`src/rtl/branch_alloc_queue.sv`:
```
// Filters resolved taken branches lacking a predictor entry, de-duplicates them by address,
// buffers them in a small FIFO and issues one allocation update per cycle to the predictor.
module branch_alloc_queue #(
    parameter int NUM_IN  = 2,
    parameter int DEPTH   = 4,
    parameter int ID_BITS = 6
) (
    input  logic                    clk,
    input  logic                    rst,
    input  logic [NUM_IN-1:0]       IN_valid,
    input  logic [NUM_IN*ID_BITS-1:0] IN_branchID,
    input  logic [NUM_IN*32-1:0]    IN_branchAddr,
    input  logic [NUM_IN*32-1:0]    IN_branchDest,
    input  logic [NUM_IN-1:0]       IN_branchTaken,
    input  logic [NUM_IN-1:0]       IN_branchIsJump,
    input  logic                    IN_flush,
    output logic                    OUT_branchValid,
    output logic [ID_BITS-1:0]      OUT_branchID,
    output logic [31:0]             OUT_branchAddr,
    output logic [31:0]             OUT_branchDest,
    output logic                    OUT_branchTaken,
    output logic                    OUT_branchIsJump,
    output logic                    OUT_full,
    output logic [15:0]             OUT_dropCount
);
    localparam int PW = $clog2(DEPTH);
    localparam int CW = PW + 1;

    logic [31:0]       addr_q [DEPTH];
    logic [31:0]       dest_q [DEPTH];
    logic [DEPTH-1:0]  jump_q;
    logic [PW-1:0]     head_q, head_d;
    logic [PW-1:0]     tail_q, tail_d;
    logic [CW-1:0]     count_q, count_d;
    logic [15:0]       drop_q, drop_d;

    logic              pop;
    logic [DEPTH-1:0]  occ;
    logic [NUM_IN-1:0] cand, surv, wr_en;
    logic [PW-1:0]     wr_idx [NUM_IN];
    logic [16:0]       drop_sum;
    int                free_slots, n_enq, n_drop;

    // Slot k is occupied when its distance from head is below count.
    always_comb begin
        occ = '0;
        for (int k = 0; k < DEPTH; k++) begin
            occ[k] = ({1'b0, PW'(k) - head_q} < count_q);
        end
    end

    always_comb begin
        pop        = (count_q != '0) && !IN_flush;
        free_slots = DEPTH - int'(count_q) + int'(pop);
        n_enq      = 0;
        n_drop     = 0;
        cand       = '0;
        surv       = '0;
        wr_en      = '0;
        for (int i = 0; i < NUM_IN; i++) begin
            wr_idx[i] = '0;
        end
        for (int i = 0; i < NUM_IN; i++) begin
            cand[i] = IN_valid[i] && IN_branchTaken[i] &&
                      (IN_branchID[i*ID_BITS +: ID_BITS] == {ID_BITS{1'b1}});
            surv[i] = cand[i] && !IN_flush;
            for (int k = 0; k < DEPTH; k++) begin
                if (occ[k] && addr_q[k] == IN_branchAddr[i*32 +: 32]) surv[i] = 1'b0;
            end
            for (int j = 0; j < NUM_IN; j++) begin
                if (j < i && surv[j] && IN_branchAddr[j*32 +: 32] == IN_branchAddr[i*32 +: 32])
                    surv[i] = 1'b0;
            end
            if (surv[i]) begin
                if (n_enq < free_slots) begin
                    wr_en[i]  = 1'b1;
                    wr_idx[i] = tail_q + PW'(n_enq);
                    n_enq     = n_enq + 1;
                end else begin
                    n_drop = n_drop + 1;
                end
            end
        end

        drop_sum = {1'b0, drop_q} + 17'(n_drop);
        drop_d   = drop_sum[16] ? 16'hFFFF : drop_sum[15:0];
        head_d   = head_q + PW'(pop);
        tail_d   = tail_q + PW'(n_enq);
        count_d  = count_q - CW'(pop) + CW'(n_enq);
        if (IN_flush) begin
            head_d  = '0;
            tail_d  = '0;
            count_d = '0;
        end
    end

    always_ff @(posedge clk) begin
        if (rst) begin
            head_q  <= '0;
            tail_q  <= '0;
            count_q <= '0;
            drop_q  <= '0;
        end else begin
            head_q  <= head_d;
            tail_q  <= tail_d;
            count_q <= count_d;
            drop_q  <= drop_d;
        end
    end

    // Payload storage needs no reset; occupancy is tracked by head/count alone.
    always_ff @(posedge clk) begin
        for (int i = 0; i < NUM_IN; i++) begin
            if (!rst && wr_en[i]) begin
                addr_q[wr_idx[i]] <= IN_branchAddr[i*32 +: 32];
                dest_q[wr_idx[i]] <= IN_branchDest[i*32 +: 32];
                jump_q[wr_idx[i]] <= IN_branchIsJump[i];
            end
        end
    end

    // No backpressure: the predictor takes every valid update, so the head pops whenever it is shown.
    always_comb begin
        OUT_branchValid  = (count_q != '0) && !IN_flush && !rst;
        OUT_branchID     = OUT_branchValid ? {ID_BITS{1'b1}} : '0;
        OUT_branchAddr   = OUT_branchValid ? addr_q[head_q] : 32'h0;
        OUT_branchDest   = OUT_branchValid ? dest_q[head_q] : 32'h0;
        OUT_branchTaken  = OUT_branchValid;
        OUT_branchIsJump = OUT_branchValid && jump_q[head_q];
        OUT_full         = (count_q == CW'(DEPTH));
        OUT_dropCount    = drop_q;
    end
endmodule

```
`config.mk`:
```
export PLATFORM = sky130hd
export DESIGN_NAME = branch_alloc_queue
export DESIGN_NICKNAME = d
export VERILOG_FILES = /design/src/rtl/branch_alloc_queue.sv
export SDC_FILE = /design/constraint.sdc
export NUM_CORES = 1
export LEC_CHECK = 0
export ABC_AREA = 1
export ABC_CLOCK_PERIOD_IN_PS = 6700
export CAP_MARGIN = 5
export CORE_MARGIN = 2
export CORE_UTILIZATION = 55
export CTS_CLUSTER_DIAMETER = 150
export DETAILED_ROUTE_END_ITERATION = 10
export PLACE_DENSITY = 0.89
export RECOVER_POWER = 50
export SLEW_MARGIN = 5
export SYNTH_ARGS = -nofsm -noshare
export SYNTH_HDL_FRONTEND = slang
export SYNTH_SLANG_ARGS = --single-unit
```
`constraint.sdc`:
```
create_clock -name clk -period 6.7 [get_ports clk]
set_input_delay 1.34 -clock clk [delete_from_list [all_inputs] [get_ports clk]]
set_output_delay 1.34 -clock clk [all_outputs]
set_load 0.05 [all_outputs]
```
# Word-level counts from Yosys, hierarchy flattened
# Memories as Yosys holds them, arrays and structs flattened. A register that Yosys moved wholly into a read port is not among the register bits.
# Cells that the tools add are included.
# Widths: inputs -> output; s select.
# op_classes
n_addsub,14
order_cmp,11
n_mux,45
n_eq_ne,12
n_reduce_logical,26
# ops
operator,count
$eq 32x32->1,9
$mux 32,2
$mux 17,2
$mux 1,24
$logic_and 1x1->1,22
$add 16x17->17,1
$mux 16,1
$eq 6x6->1 const B,2
$lt 2x3->1,4
$mux 2,6
$lt 2x3->1 const B,3
$bwmux 4,2
$mux 4,2
$mux 3,2
$mux 6,1
$add 4x2->5,1
$lt 1x5->1 const A,1
$lt 2x5->1,1
$add 1x1->2 const B,2
$add 2x2->2,2
$demux 1 s2,2
$ge 2x1->1 const B,2
$sub 1x2->2 const A,2
$sub 2x2->2 const A,2
9 further kinds,10
# totals
elab_cells,115
reg_bits,27
ram_bits,256
mem_count,2
output_inout_bits,90
inputBits,149
# memory_table
name,depth,width,read_ports,rd_clocked_by_memory_dff,wr,line,source
addr_q,4,32,5,1,2,29,logic [31:0] addr_q [DEPTH];
dest_q,4,32,1,1,2,30,logic [31:0] dest_q [DEPTH];

# Logic depth before layout (Yosys ltp)
# logic_depth
word_depth,17
mapped_depth,32
ltp_nobuf,29

# Least setup slack after synthesis
# Ideal clock, no wire load.
# synth_path
path_type,input -> register
from,input IN_flush
to,memory addr_q[0][0] (enable)
setup_ps,689
n_path_buf,2
stages,16
arrival_time_ps,4782
required_time_ps,6011
setup_slack_ps,1229
path_cell_list,nor2_1 ha_1 ha_1 inv_1 o21ai_0 nand4_1 o21a_1 inv_1 nor2_1 ha_1 xor2_1 inv_2 nand3_1 buf_4 buf_6 nand2_1
# synth_lines
element,line,source
"start, declared",16,"input logic IN_flush,"
"end, declared",29,

==> flow_metrics.env <==
export IMPL_finalPower_mw=4.32
export IMPL_ys_types=42
export IMPL_top_layer_used="met5"
export IMPL_share_comb_of_total_power_pct=10.2
export IMPL_cap_violations=5
export IMPL_cts_tree="yes"
export IMPL_start_util_pct=55.4
export IMPL_dp_cells=3404
export IMPL_gr_total_overflow=0
export IMPL_synth_edf_count=256
export IMPL_layout_cells_non_filler=3466
export IMPL_cts_resized=0
export IMPL_ys_async_sr_fraction_pct=0
export IMPL_dr_wl_met3_mm=11.1
export IMPL_dp_hpwl_mm=53.4
export IMPL_dr_wl_met2_mm=35.6
export IMPL_clkSinkCount=283
export IMPL_layout_min_cycle_time_ps=6370
export IMPL_avgViaCountPerCell=6.31
export IMPL_die_area_um2=39200
export IMPL_antenna_left=0
export IMPL_final_common_cell="nand2_1"
export IMPL_finalSetupViolCount=0
export IMPL_outcome="complete, but fails checks"
export IMPL_cts_reportedPaths_clkPinSlew_ps=60
export IMPL_ir_drop_mv=0.168
export IMPL_timing_final_crit_share_pct=95.1
export IMPL_grt_setup_unrepaired="no"
export IMPL_cts_buffers=34
export IMPL_violations="capacitance limit, slew limit"
export IMPL_netlist_area_um2=20700
export IMPL_port_buffers=238
export IMPL_firstDrtPassIters=6
export IMPL_hold_path_class="flop to flop"
export IMPL_internal_power_mw=3.24
export IMPL_grt_usage_pct=40.3
export IMPL_final_hold_violation_count=0
export IMPL_met1Wirelength_mm=30.1
export IMPL_die_h_um=198
export IMPL_route_detailed_drc=0
export IMPL_r2r_start="count_q[0]"
export IMPL_nNetsFinal=3099
export IMPL_crit_path_start_kind="input port"
export IMPL_clock_latency_ps=560
export IMPL_power_share_sequential_pct=44.6
export IMPL_setup_ws_ps=326
export IMPL_grt_pass1_wl_mm=120
export IMPL_fin_area_um2=24000
export IMPL_avgSynthCellArea_um2=7.30
export IMPL_drv_slew=278
export IMPL_reg2reg_slack_ps=730
export IMPL_drt_iter0_markers=3647
export IMPL_n_antenna_cell=0
export IMPL_hold_ws_ps=571
export IMPL_yosysSeqAreaShare_pct=39.7
export IMPL_ioPinCount=239
export IMPL_fillers=3108
export IMPL_required_ps=6940
export IMPL_worstHoldStart="OUT_dropCount[12]"
export IMPL_wl_per_cell_um=23.1
export IMPL_timing_slew_headroom_pct=-60.8
export IMPL_grt_pass1_vias=20100
export IMPL_die_w_um=198
export IMPL_ys_warn_count=0
export IMPL_p_per_area_nw_per_um2=180
export IMPL_dp_slack_ps=266
export IMPL_p_leak_nw=10.4
export IMPL_tns_ps=0
export IMPL_final_cell_mix="nand2_1 (1036), nand4_1 (288), nor2_1 (277)"
export IMPL_power_switching_fraction_pct=25.0
export IMPL_coreArea_um2=37400
export IMPL_clockBufferDepth=3
export IMPL_yosys_area_top_type_share_pct=37.1
export IMPL_p_switching_mw=1.08
export IMPL_post_route_cells_drive_above_1_share_pct=4.43
export IMPL_clockRootBuffer="clkbuf_16"
export IMPL_synthCells=2836
export IMPL_worst_pin_slew_ps=2410
export IMPL_vias=21900
export IMPL_worst_path_max_fanout=50
export IMPL_place_area_um2=22900
export IMPL_fin_skew_ps=16.9
export IMPL_routabilityCongestion=1.05
export IMPL_synth_area_top_cells="edfxtp_1 (37%), nand2_1 (19%), nand4_1 (8.7%)"
export IMPL_syn_nets=3006
export IMPL_path_class="input port to flop"
export IMPL_wirelength_mm=80.2
export IMPL_htreeDepth=2
export IMPL_ys_flop_type="edfxtp_1"
export IMPL_p_clk_share_pct=45.3
export IMPL_netlist_top_cell_by_area="edfxtp_1"
export IMPL_startpoint="IN_flush"
export IMPL_end_kind="flop"
export IMPL_worst_ep_arrival_time_ps=6610
export IMPL_syn2layout_area_growth_pct=15.8
export IMPL_ys_seq_elements=283
export IMPL_fin_util_pct=64.1
export IMPL_hold_buffers=0
export IMPL_grt_max_degree=109
export IMPL_row_count=71
export IMPL_antenna_found_initial=2
export IMPL_postCtsSetupBuffers=0
export IMPL_max_freq_ghz=0.157
[layout make-up]
cell class | count | area, um^2 | area share (%)
tap | 511 | 639 | 2.67
inverter | 211 | 795 | 3.31
multi-input combinational | 2116 | 10400 | 43.5
clock buffer | 42 | 922 | 3.84
timing repair buffer | 283 | 2750 | 11.5
sequential | 283 | 8230 | 34.3
clock inverter | 20 | 220 | 0.918
[critical path, stage by stage]
cell and delay, ps:
dlygate4sd3_1 580, nor2_1 260, ha_1 230, ha_1 190
xnor2_1 150, nor2_1 90, nand4_1 130, o21a_1 280
inv_1 90, nor2_1 260, ha_1 360, inv_4 480
nand3_1 180, nand2_1 1470, buf_4 490
[kinds of logic after synthesis]
| kind of cell | Yosys count | synth area share, % |
|---|---|---|
| and+or+nand+nor | 1745 | 36.2 |
| DFF | 283 | 39.7 |
| buffers and inverters | 437 | 10.1 |
| xor gates and xnor gates | 154 | 6.51 |
| AOI/OAI and AO/OA | 196 | 6.12 |
| adders and majority gates | 21 | 1.34 |
[flip-flops by register name, indices dropped and copies added (netlist names)]
register	flops
tail_q	2
jump_q	4
head_q	2
OUT_dropCount	16
dest_q	128
count_q	3
addr_q	128
[synthesized netlist by cell type (22+ instances only)]
| cell | count |
|---|---|
| nand3_1 | 79 |
| nand2_1 | 1038 |
| o22ai_1 | 23 |
| o21ai_0 | 38 |
| buf_2 | 46 |
| a31oi_1 | 36 |
| buf_6 | 22 |
| clkbuf_1 | 87 |
| edfxtp_1 | 256 |
| buf_4 | 60 |
| xnor2_1 | 23 |
| nand4_1 | 288 |
| xor2_1 | 131 |
| dfxtp_1 | 27 |
| nor3_1 | 34 |
| nor2_1 | 279 |
| a22oi_1 | 35 |
| inv_1 | 191 |
| a221oi_1 | 30 |
[metal layers]
layer,vias up,GRT usage (%)
met5,-,0
met1,10100,55.1
met3,291,9.01
met4,6,15.6
li1,9653,-
met2,1844,62.2
[final timing paths]
kind,cells past startpoint,endpoint
worst max register to register,17,dest_q[2][20]
worst min register to register,2,OUT_dropCount[12]
worst max-delay path,15,dest_q[2][20]
worst min-delay path,2,OUT_dropCount[12]
[power by group through the flow]
stage,clock (mW),sequential [mW],combinational (mW)
5_1_grt,2.01,1.92,0.473
6_report,1.95,1.92,0.439
3_3_place_gp,0,1.96,0.411
3_5_place_dp,0,1.96,0.423
2_1_floorplan,0,1.96,0.241
4_1_cts,1.94,1.92,0.427
No activity file was read; power rests on OpenSTA's default activity.
